`config.mk`:
```
export PLATFORM = sky130hd
export DESIGN_NAME = rcu_seq
export DESIGN_NICKNAME = d
export VERILOG_FILES = /design/src/rtl/rcu_pkg.sv /design/src/rtl/rcu_seq_cnt.sv /design/src/rtl/rcu_seq.sv
export SDC_FILE = /design/constraint.sdc
export NUM_CORES = 1
export LEC_CHECK = 0
export ABC_AREA = 0
export CORE_MARGIN = 5
export CORE_UTILIZATION = 25
export DETAILED_ROUTE_END_ITERATION = 16
export MAX_ROUTING_LAYER = met4
export SYNTH_ARGS = -nofsm -noshare
export SYNTH_HDL_FRONTEND = slang
export SYNTH_SLANG_ARGS = --single-unit
export TNS_END_PERCENT = 30
```
`constraint.sdc`:
```
create_clock -name EXTCLK -period 2.62 [get_ports EXTCLK]
set_clock_uncertainty 0.1 [all_clocks]
set_input_delay 0.524 -clock EXTCLK [delete_from_list [all_inputs] [get_ports EXTCLK]]
set_output_delay 0.524 -clock EXTCLK [all_outputs]
set_load 0.01 [all_outputs]
```
`src/rtl/rcu_pkg.sv`:
```
// Shared types for the RCU power/reset sequencer: state codes, control bundle, sizing helpers.
// Pure declarations, no timing or flow control of their own.
package rcu_pkg;

  typedef enum logic [2:0] {
    ST_OFF      = 3'd0,
    ST_CLK_ON   = 3'd1,
    ST_RUN      = 3'd2,
    ST_QUIESCE  = 3'd3,
    ST_RST_ON   = 3'd4,
    ST_CLK_STOP = 3'd5
  } rcu_state_e;

  typedef struct packed {
    logic rsten;
    logic clken;
    logic quiesce_req;
    logic ready;
    logic busy;
  } rcu_ctl_t;

  function automatic int max3(input int a, input int b, input int c);
    int m;
    m = (a > b) ? a : b;
    return (m > c) ? m : c;
  endfunction

  // Smallest counter width able to hold max_val.
  function automatic int cnt_bits(input int max_val);
    int w;
    w = 1;
    for (int i = 1; i < 31; i++) begin
      if ((max_val >> i) != 0) w = i + 1;
    end
    return w;
  endfunction

  // Control outputs owned by each state; rsten is only ever set together with clken.
  function automatic rcu_ctl_t state_ctl(input rcu_state_e st);
    rcu_ctl_t c;
    c = '0;
    case (st)
      ST_CLK_ON:   begin c.clken = 1'b1; c.busy = 1'b1; end
      ST_RUN:      begin c.rsten = 1'b1; c.clken = 1'b1; c.ready = 1'b1; end
      ST_QUIESCE:  begin c.rsten = 1'b1; c.clken = 1'b1; c.quiesce_req = 1'b1; c.busy = 1'b1; end
      ST_RST_ON:   begin c.clken = 1'b1; c.busy = 1'b1; end
      ST_CLK_STOP: c.busy = 1'b1;
      default:     c = '0;
    endcase
    return c;
  endfunction

endpackage

```
`src/rtl/rcu_seq_cnt.sv`:
```
// Loadable down-counter with a terminal flag (count == 1); load takes effect next cycle.
// Saturates at zero instead of wrapping; no flow control.
module rcu_seq_cnt #(
  parameter int CNT_W = 8
) (
  input  logic             EXTCLK,
  input  logic             EXTRST,
  input  logic             load,
  input  logic [CNT_W-1:0] load_val,
  output logic             last
);

  logic [CNT_W-1:0] cnt;

  always_ff @(posedge EXTCLK) begin
    if (EXTRST) begin
      cnt <= '0;
    end else if (load) begin
      cnt <= load_val;
    end else if (cnt != '0) begin
      cnt <= cnt - 1'b1;
    end
  end

  assign last = (cnt == CNT_W'(1));

endmodule

```
`src/rtl/rcu_seq.sv`:
```
// Power/reset sequencer for the RCU: orders clock start, reset release, quiesce, reset assert, clock stop.
// All outputs registered, one EXTCLK per transition; quiesce waits on quiesce_ack up to QTIMEOUT cycles.
module rcu_seq
  import rcu_pkg::*;
#(
  parameter int RST_HOLD   = 4,
  parameter int CLK_SETTLE = 2,
  parameter int QTIMEOUT   = 255,
  parameter int CNT_W      = cnt_bits(max3(RST_HOLD, CLK_SETTLE, QTIMEOUT))
) (
  input  logic       EXTCLK,
  input  logic       EXTRST,
  input  logic       power_req,
  input  logic       soft_rst,
  input  logic       quiesce_ack,
  input  logic       timeout_clr,
  output logic       rsten,
  output logic       clken,
  output logic       quiesce_req,
  output logic       ready,
  output logic       busy,
  output logic       timeout_flag,
  output logic [2:0] state
);

  localparam logic [CNT_W-1:0] LD_HOLD   = CNT_W'(RST_HOLD);
  localparam logic [CNT_W-1:0] LD_SETTLE = CNT_W'(CLK_SETTLE);
  localparam logic [CNT_W-1:0] LD_QTMO   = CNT_W'(QTIMEOUT);

  rcu_state_e       state_q;
  rcu_state_e       state_nxt;
  rcu_ctl_t         ctl_q;
  rcu_ctl_t         ctl_nxt;
  logic             cnt_load;
  logic             cnt_last;
  logic [CNT_W-1:0] cnt_ld_val;
  logic             timeout_set;
  logic             tflag_q;

  rcu_seq_cnt #(
    .CNT_W (CNT_W)
  ) u_cnt (
    .EXTCLK   (EXTCLK),
    .EXTRST   (EXTRST),
    .load     (cnt_load),
    .load_val (cnt_ld_val),
    .last     (cnt_last)
  );

  always_comb begin
    state_nxt   = state_q;
    timeout_set = 1'b0;
    case (state_q)
      ST_OFF: begin
        if (power_req) state_nxt = ST_CLK_ON;
      end
      ST_CLK_ON: begin
        // Losing power before the hold completes aborts with reset still asserted.
        if (!power_req)    state_nxt = ST_CLK_STOP;
        else if (cnt_last) state_nxt = ST_RUN;
      end
      ST_RUN: begin
        if (!power_req || soft_rst) state_nxt = ST_QUIESCE;
      end
      ST_QUIESCE: begin
        if (quiesce_ack) begin
          state_nxt = ST_RST_ON;
        end else if (cnt_last) begin
          state_nxt   = ST_RST_ON;
          timeout_set = 1'b1;
        end
      end
      ST_RST_ON: begin
        if (cnt_last) state_nxt = power_req ? ST_CLK_ON : ST_CLK_STOP;
      end
      ST_CLK_STOP: begin
        if (cnt_last) state_nxt = ST_OFF;
      end
      default: state_nxt = ST_OFF;
    endcase
  end

  // Counter is reloaded on every state entry with the new state's dwell time.
  always_comb begin
    cnt_load   = (state_nxt != state_q);
    cnt_ld_val = '0;
    case (state_nxt)
      ST_CLK_ON,
      ST_RST_ON:   cnt_ld_val = LD_HOLD;
      ST_QUIESCE:  cnt_ld_val = LD_QTMO;
      ST_CLK_STOP: cnt_ld_val = LD_SETTLE;
      default:     cnt_ld_val = '0;
    endcase
  end

  assign ctl_nxt = state_ctl(state_nxt);

  always_ff @(posedge EXTCLK) begin
    if (EXTRST) begin
      state_q <= ST_OFF;
      ctl_q   <= '0;
      tflag_q <= 1'b0;
    end else begin
      state_q <= state_nxt;
      ctl_q   <= ctl_nxt;
      // A timeout in the same cycle as a clear wins so the event is never lost.
      if (timeout_set)      tflag_q <= 1'b1;
      else if (timeout_clr) tflag_q <= 1'b0;
    end
  end

  assign rsten        = ctl_q.rsten;
  assign clken        = ctl_q.clken;
  assign quiesce_req  = ctl_q.quiesce_req;
  assign ready        = ctl_q.ready;
  assign busy         = ctl_q.busy;
  assign timeout_flag = tflag_q;
  assign state        = state_q;

endmodule

```
Yosys cells after proc, flatten, opt, wreduce, memory -nomap -nowiden
Cells that the tools add are included.
- register bits after elaboration: 17
- bits of input ports: 6
- output and inout port bits: 9
- logic and storage cells: 54
- $add $sub $neg: 1
- equality and inequality tests: 12
- mux-type cells: 23
- reductions and logical operators: 10
- operators by type and width (kind ; number):
    two-way mux 3 bit ; 9
    case mux 8 bit (3 select lines) ; 1
    case mux 3 bit (6 select lines) ; 1
    two-way mux 8 bit ; 2
    == test 3 x 2 -> 1 bit (second input constant) ; 4
    == test 3 bit (second input constant) ; 4
    two-way mux 1 bit ; 10
    == test 8 x 1 -> 1 bit (second input constant) ; 1
    nonzero test 8 bit ; 1
    OR reduction 4 bit ; 2
    subtractor 8 x 1 -> 8 bit (second input constant) ; 1
    == test 3 x 1 -> 1 bit (second input constant) ; 2
    nonzero test 2 bit ; 2
    OR reduction 2 bit ; 2
    zero test 3 bit ; 1
    != test 3 bit ; 1
    zero test 1 bit ; 1
    logical OR 1 bit ; 1

Depth between registers and ports, before layout
- depth after elaboration: 8
- mapped depth: 8
- depth with buffers taken out: 7

Hierarchy
A second synthesis with hierarchy kept.
- cells, all modules: 106
- area, all modules: 998.5 um^2
- modules (own cells, without submodules) (module ; instances ; cells an instance ; area an instance (um^2) ; seq. area each (um^2)):
    rcu_seq_cnt ; 1 ; 53 ; 508.0 ; 160.2
    rcu_seq ; 1 ; 53 ; 490.5 ; 180.2

Least setup slack after synthesis
No wires, ideal clock.
- path type: input to register
- start point: in power_req
- end point: reg u_cnt.cnt[0]
- data arrival time: 1.855 ns
- data required time: 2.417 ns
- path slack: 0.562 ns
- stages: 6
- path buffers: 1
- cells stage by stage: clkbuf_1 -> nor3_1 -> a211oi_1 -> a22oi_1 -> or2_2 -> a2111oi_2
- longest elaborated chain between the ends: 8
- elaborated cells between the ends (all ways): 17
- classes of those cells: eq/ne: 5; mux: 8; reduce/logical: 4
- ends and longest elaborated chain (element ; RTL line ; text):
    start: declaration ; rcu_seq.sv:13 ; input logic power_req,
    zero test 1 bit ; rcu_seq.sv:63 ; if (!power_req || soft_rst) state_nxt = ST_QUIESCE;
    logical OR 1 bit ; rcu_seq.sv:63 ;
    two-way mux 3 bit ; rcu_seq.sv:63 ;
    case mux 3 bit (6 select lines) (*) ; rcu_seq.sv:53 ; case (state_q)
    == test 3 bit / == test 3 x 1 -> 1 bit (equally long branches) ; rcu_seq.sv:87 ; case (state_nxt)
    OR reduction 2 bit ; rcu_seq.sv:87 ;
    case mux 8 bit (3 select lines) ; rcu_seq.sv:87 ;
    two-way mux 8 bit ; rcu_seq_cnt.sv:18 ; end else if (load) begin
    end signal: assignment ; rcu_seq_cnt.sv:19 ; cnt <= load_val;
    end signal: assignment ; rcu_seq_cnt.sv:21 ; cnt <= cnt - 1'b1;
    end: declaration ; rcu_seq_cnt.sv:13 ; logic [CNT_W-1:0] cnt;
Mark *: on every way between the ends. The rest lies on a longest branch, timed or not.
A chain may end at the register's enable or synchronous reset.

Worst setup path in the final report
Ends and elaborated chain as after synthesis.

==> results.rst <==
.. list-table::
   :header-rows: 1

   * - Metric
     - Value
   * - Status
     - completed
   * - Fraction of registers with async set or reset after synthesis
     - 0%
   * - I/O pin total
     - 15
   * - Top flip-flop cell by instance count after synthesis
     - sky130_fd_sc_hd__dfxtp_1
   * - Syn-to-layout area delta
     - 23.5%
   * - CTS tree
     - built
   * - Most frequent cell after synthesis
     - sky130_fd_sc_hd__dfxtp_1
   * - Post-synthesis cell type with the largest combined area
     - sky130_fd_sc_hd__dfxtp_1
   * - Vias
     - slightly below 1k
   * - Maximum number of pins on one net before global-route repair
     - 16
   * - Count of cells along the worst register-to-register path
     - 5
   * - Critical Path End Type
     - register
   * - Number of warnings issued by yosys
     - 0
   * - Critical-path maximum fanout
     - 9
   * - Unrepaired setup endpoints after global routing
     - no
   * - Count of port buffers added during placement
     - 14
   * - Total Neg Setup Slack
     - 0 ps
   * - H-Tree Depth
     - 1
   * - Die area
     - 5760 sq um
   * - Synth Cell Area
     - 1090 sq um
   * - Proportion of netlist area held by the largest area contributor
     - between 30% and 40%
   * - Total of cells resized after clock tree synthesis
     - 0
   * - Starting utilization of the core area
     - about a quarter
   * - Transition time of the tightest slew-check pin
     - between 500 and 600 ps
   * - Final HPWL from detailed placement
     - roughly 2.0 mm
   * - Type of the setup path with the least slack
     - in2reg
   * - Sw Pwr
     - between 500 and 600 uW
   * - IR drop worst, VDD
     - a little over 0.0005 V
   * - Number of antenna violations at the first check in global routing
     - 0
   * - Grt met3 use
     - 2.84%
   * - Die X-Extent
     - ~76 microns
   * - Overall Global Routing Usage
     - 9.00%
   * - Most used routing layer in global routing
     - met2
   * - Vertical die dimension
     - 75.9 microns
   * - Placeable Area
     - between 4000 and 5000 sq um
   * - Post-synth net total
     - between 100 and 150
   * - Number of synthesized register bits
     - 17
   * - Deepest clock path buffer count
     - 2
   * - F_max
     - approximately 420 MHz
   * - Fraction of final layout cells with drive strength greater than 1
     - about 15%
   * - Required time of the worst setup path
     - roughly 2600 ps
   * - Via count of the first global-routing pass
     - just over 900
   * - Leading post-synthesis cells by cell area
     - sky130_fd_sc_hd__dfxtp_1, sky130_fd_sc_hd__nor2_1, sky130_fd_sc_hd__a211oi_1
   * - Share of total power in the clock network
     - between 10 and 15%
   * - Reported leakage power
     - roughly 0.48 nW
   * - Synthesized instance count
     - about 120
   * - Average size of a mapped cell
     - between 8 and 9 sq um
   * - Antenna-violating nets left
     - 0
   * - Number of enable-type register cells in the synthesized netlist
     - 0
   * - Max-cap check violation count
     - 0
   * - CTS clk-pin slew, worst paths
     - approximately 70 ps
   * - Combinational share of power
     - 53.8%
   * - Met2 usage
     - ~15%
   * - PwrDens
     - about 1000 nW/um^2
   * - Wire per inst
     - 13.0 microns
   * - Number of setup buffers added after CTS
     - 0
   * - Overflow left after global routing
     - 0
   * - CP Launch Type
     - input port
   * - Number of rows in the core area
     - 24
   * - Worst Hold Launch
     - timeout_flag
   * - Routed via count divided by cell count
     - 5.15
   * - Final number of max-transition violations
     - 0
   * - Sink Count
     - 17
   * - Post-route fraction of the period consumed by the critical path
     - about nine tenths
   * - Relative contribution of sequential cells to total power
     - between 30% and 40%
   * - Final hold violation count
     - 0
   * - Worst max-slew margin expressed relative to the limit
     - between 60% and 70%
   * - Post-synth cell types
     - 50
   * - Launching element of the worst setup path
     - power_req
   * - Number of endpoints failing setup at the final stage
     - 0
   * - Number of CTS-inserted buffers
     - 3
   * - Total number of nets in the final design
     - between 100 and 150
   * - Internal power
     - 770 uW
   * - Root buf cell
     - sky130_fd_sc_hd__clkbuf_8
   * - Worst R2R Start
     - state[2]
   * - Shortest period the worst path allows
     - around 2400 ps
   * - Total design power
     - 1.34 mW
   * - Count of TritonRoute iterations in the first routing pass
     - 4
   * - Setup slack, reg-to-reg
     - 360 ps
   * - Routability-driven placement congestion ratio
     - between 0.8 and 0.9
   * - Post-route DRC violation count
     - 0
   * - Arrival time of data at the critical path endpoint
     - about 2400 ps
   * - Worst min path class
     - reg2reg
   * - Reg2Reg Capture Point
     - u_cnt.cnt[0]
   * - DRC marker count from the first detailed-route iteration
     - just over 100
   * - Worst setup path end
     - u_cnt.cnt[0]
   * - DRT Wirelength
     - roughly 2.5 mm
   * - Global-route wire length before repair
     - about 4.3 mm
   * - Sw frac
     - a little over two fifths
   * - Number of hold buffers added after CTS
     - 0
   * - Top cells by count, synth
     - sky130_fd_sc_hd__dfxtp_1, sky130_fd_sc_hd__nor2_1, sky130_fd_sc_hd__a21oi_1, sky130_fd_sc_hd__a211oi_1, sky130_fd_sc_hd__o21a_1
   * - Insertion delay to the later sink of the worst-skew pair
     - between 200 and 300 ps
   * - Number of inserted diodes
     - 0
   * - Proportion of synthesized chip area in sequential cells
     - 31.3%
   * - GR Layer Usage met1
     - between 10% and 20%
## worst min-delay path by stage
stage | endpoint | cells past startpoint
3_5_place_dp | u_cnt.cnt[0] | 1
2_1_floorplan | u_cnt.cnt[0] | 1
3_3_place_gp | u_cnt.cnt[0] | 1
5_1_grt | u_cnt.cnt[0] | 1
6_report | timeout_flag | 3
4_1_cts | u_cnt.cnt[0] | 1
## power by group through the flow
stage	sequential, mW	combinational, mW	clock (mW)
finish	0.424	0.723	0.196
global route	0.438	0.803	0.211
floorplan	0.405	0.582	0
CTS	0.423	0.730	0.205
detailed placement	0.428	0.726	0
global placement	0.425	0.712	0
## metal layers
layer  vias up  part of all wire [%]
li1        491                     -
met1       464                    45
met2        26                    48
met3         2                   6.0
met4         0                  0.48
met5         -                     0
## cell type report
class	count	area [sq um]
Clock inverter	1	5.00
Tap cell	52	65.1
Timing Repair Buffer	19	178
Inverter	3	11.3
Clock buffer	3	41.3
Multi-Input combinational cell	96	701
Sequential cell	17	340
Fill cell	457	2950
## registers in the layout (all words and copies together), names as in the netlist
name and count:
u_cnt.cnt 8, state 3, busy 1, clken 1
quiesce_req 1, ready 1, rsten 1, timeout_flag 1
## worst max-delay path, cell delays in order
cell	delay (ps)
sky130_fd_sc_hd__clkdlybuf4s50_1	540
sky130_fd_sc_hd__nor3b_1	220
sky130_fd_sc_hd__a211oi_1	320
sky130_fd_sc_hd__nand2_1	140
sky130_fd_sc_hd__a2111oi_0	550
sky130_fd_sc_hd__a2111oi_2	110
## metrics by stage
step	cells	area, sq um	utilization [%]	hold slack, ps	worst slack, ps
floorplan	123	1090	-	412	562
global placement	187	1290	30.2	453	88.2
detailed placement	187	1290	30.2	494	-63.9
CTS	191	1340	31.2	505	213
global route	191	1340	31.2	529	59.9
finish	191	1340	31.2	502	223
## cells by family (layout without fill, tap and decap cells)
family	count (synthesis)	count (layout)	share of synthesized area (%)
AOI/OAI and AO/OA	38	38	29.5
xor gates and xnor gates	5	5	4.03
adders and majority gates	2	2	2.30
buffers and inverters	10	26	4.15
DFF	17	17	31.3
muxes	1	1	0.922
and+or+nand+nor	50	50	27.8
## layout by cell type, fill, tap and decap left out, drive strengths merged, types with 2 or more instances in the layout
| master | instances |
|---|---|
| dfxtp | 17 |
| clkdlybuf4s50 | 14 |
| nor2 | 13 |
| a21oi | 7 |
| a211oi | 6 |
| o21a | 6 |
| nor3 | 5 |
| buf | 5 |
| nand2 | 5 |
| nor2b | 4 |
| nor3b | 4 |
| a31oi | 4 |
| inv | 3 |
| xnor2 | 3 |
| clkbuf | 3 |
| a21o | 3 |
| o21ai | 2 |
| nand4b | 2 |
| nand2b | 2 |
| and3 | 2 |
| or3 | 2 |
| nand3 | 2 |
| xor2 | 2 |
| ha | 2 |
| nor4 | 2 |
| or4 | 2 |
| o31ai | 2 |
| a2111oi | 2 |
(Power assumes the default switching activity.)
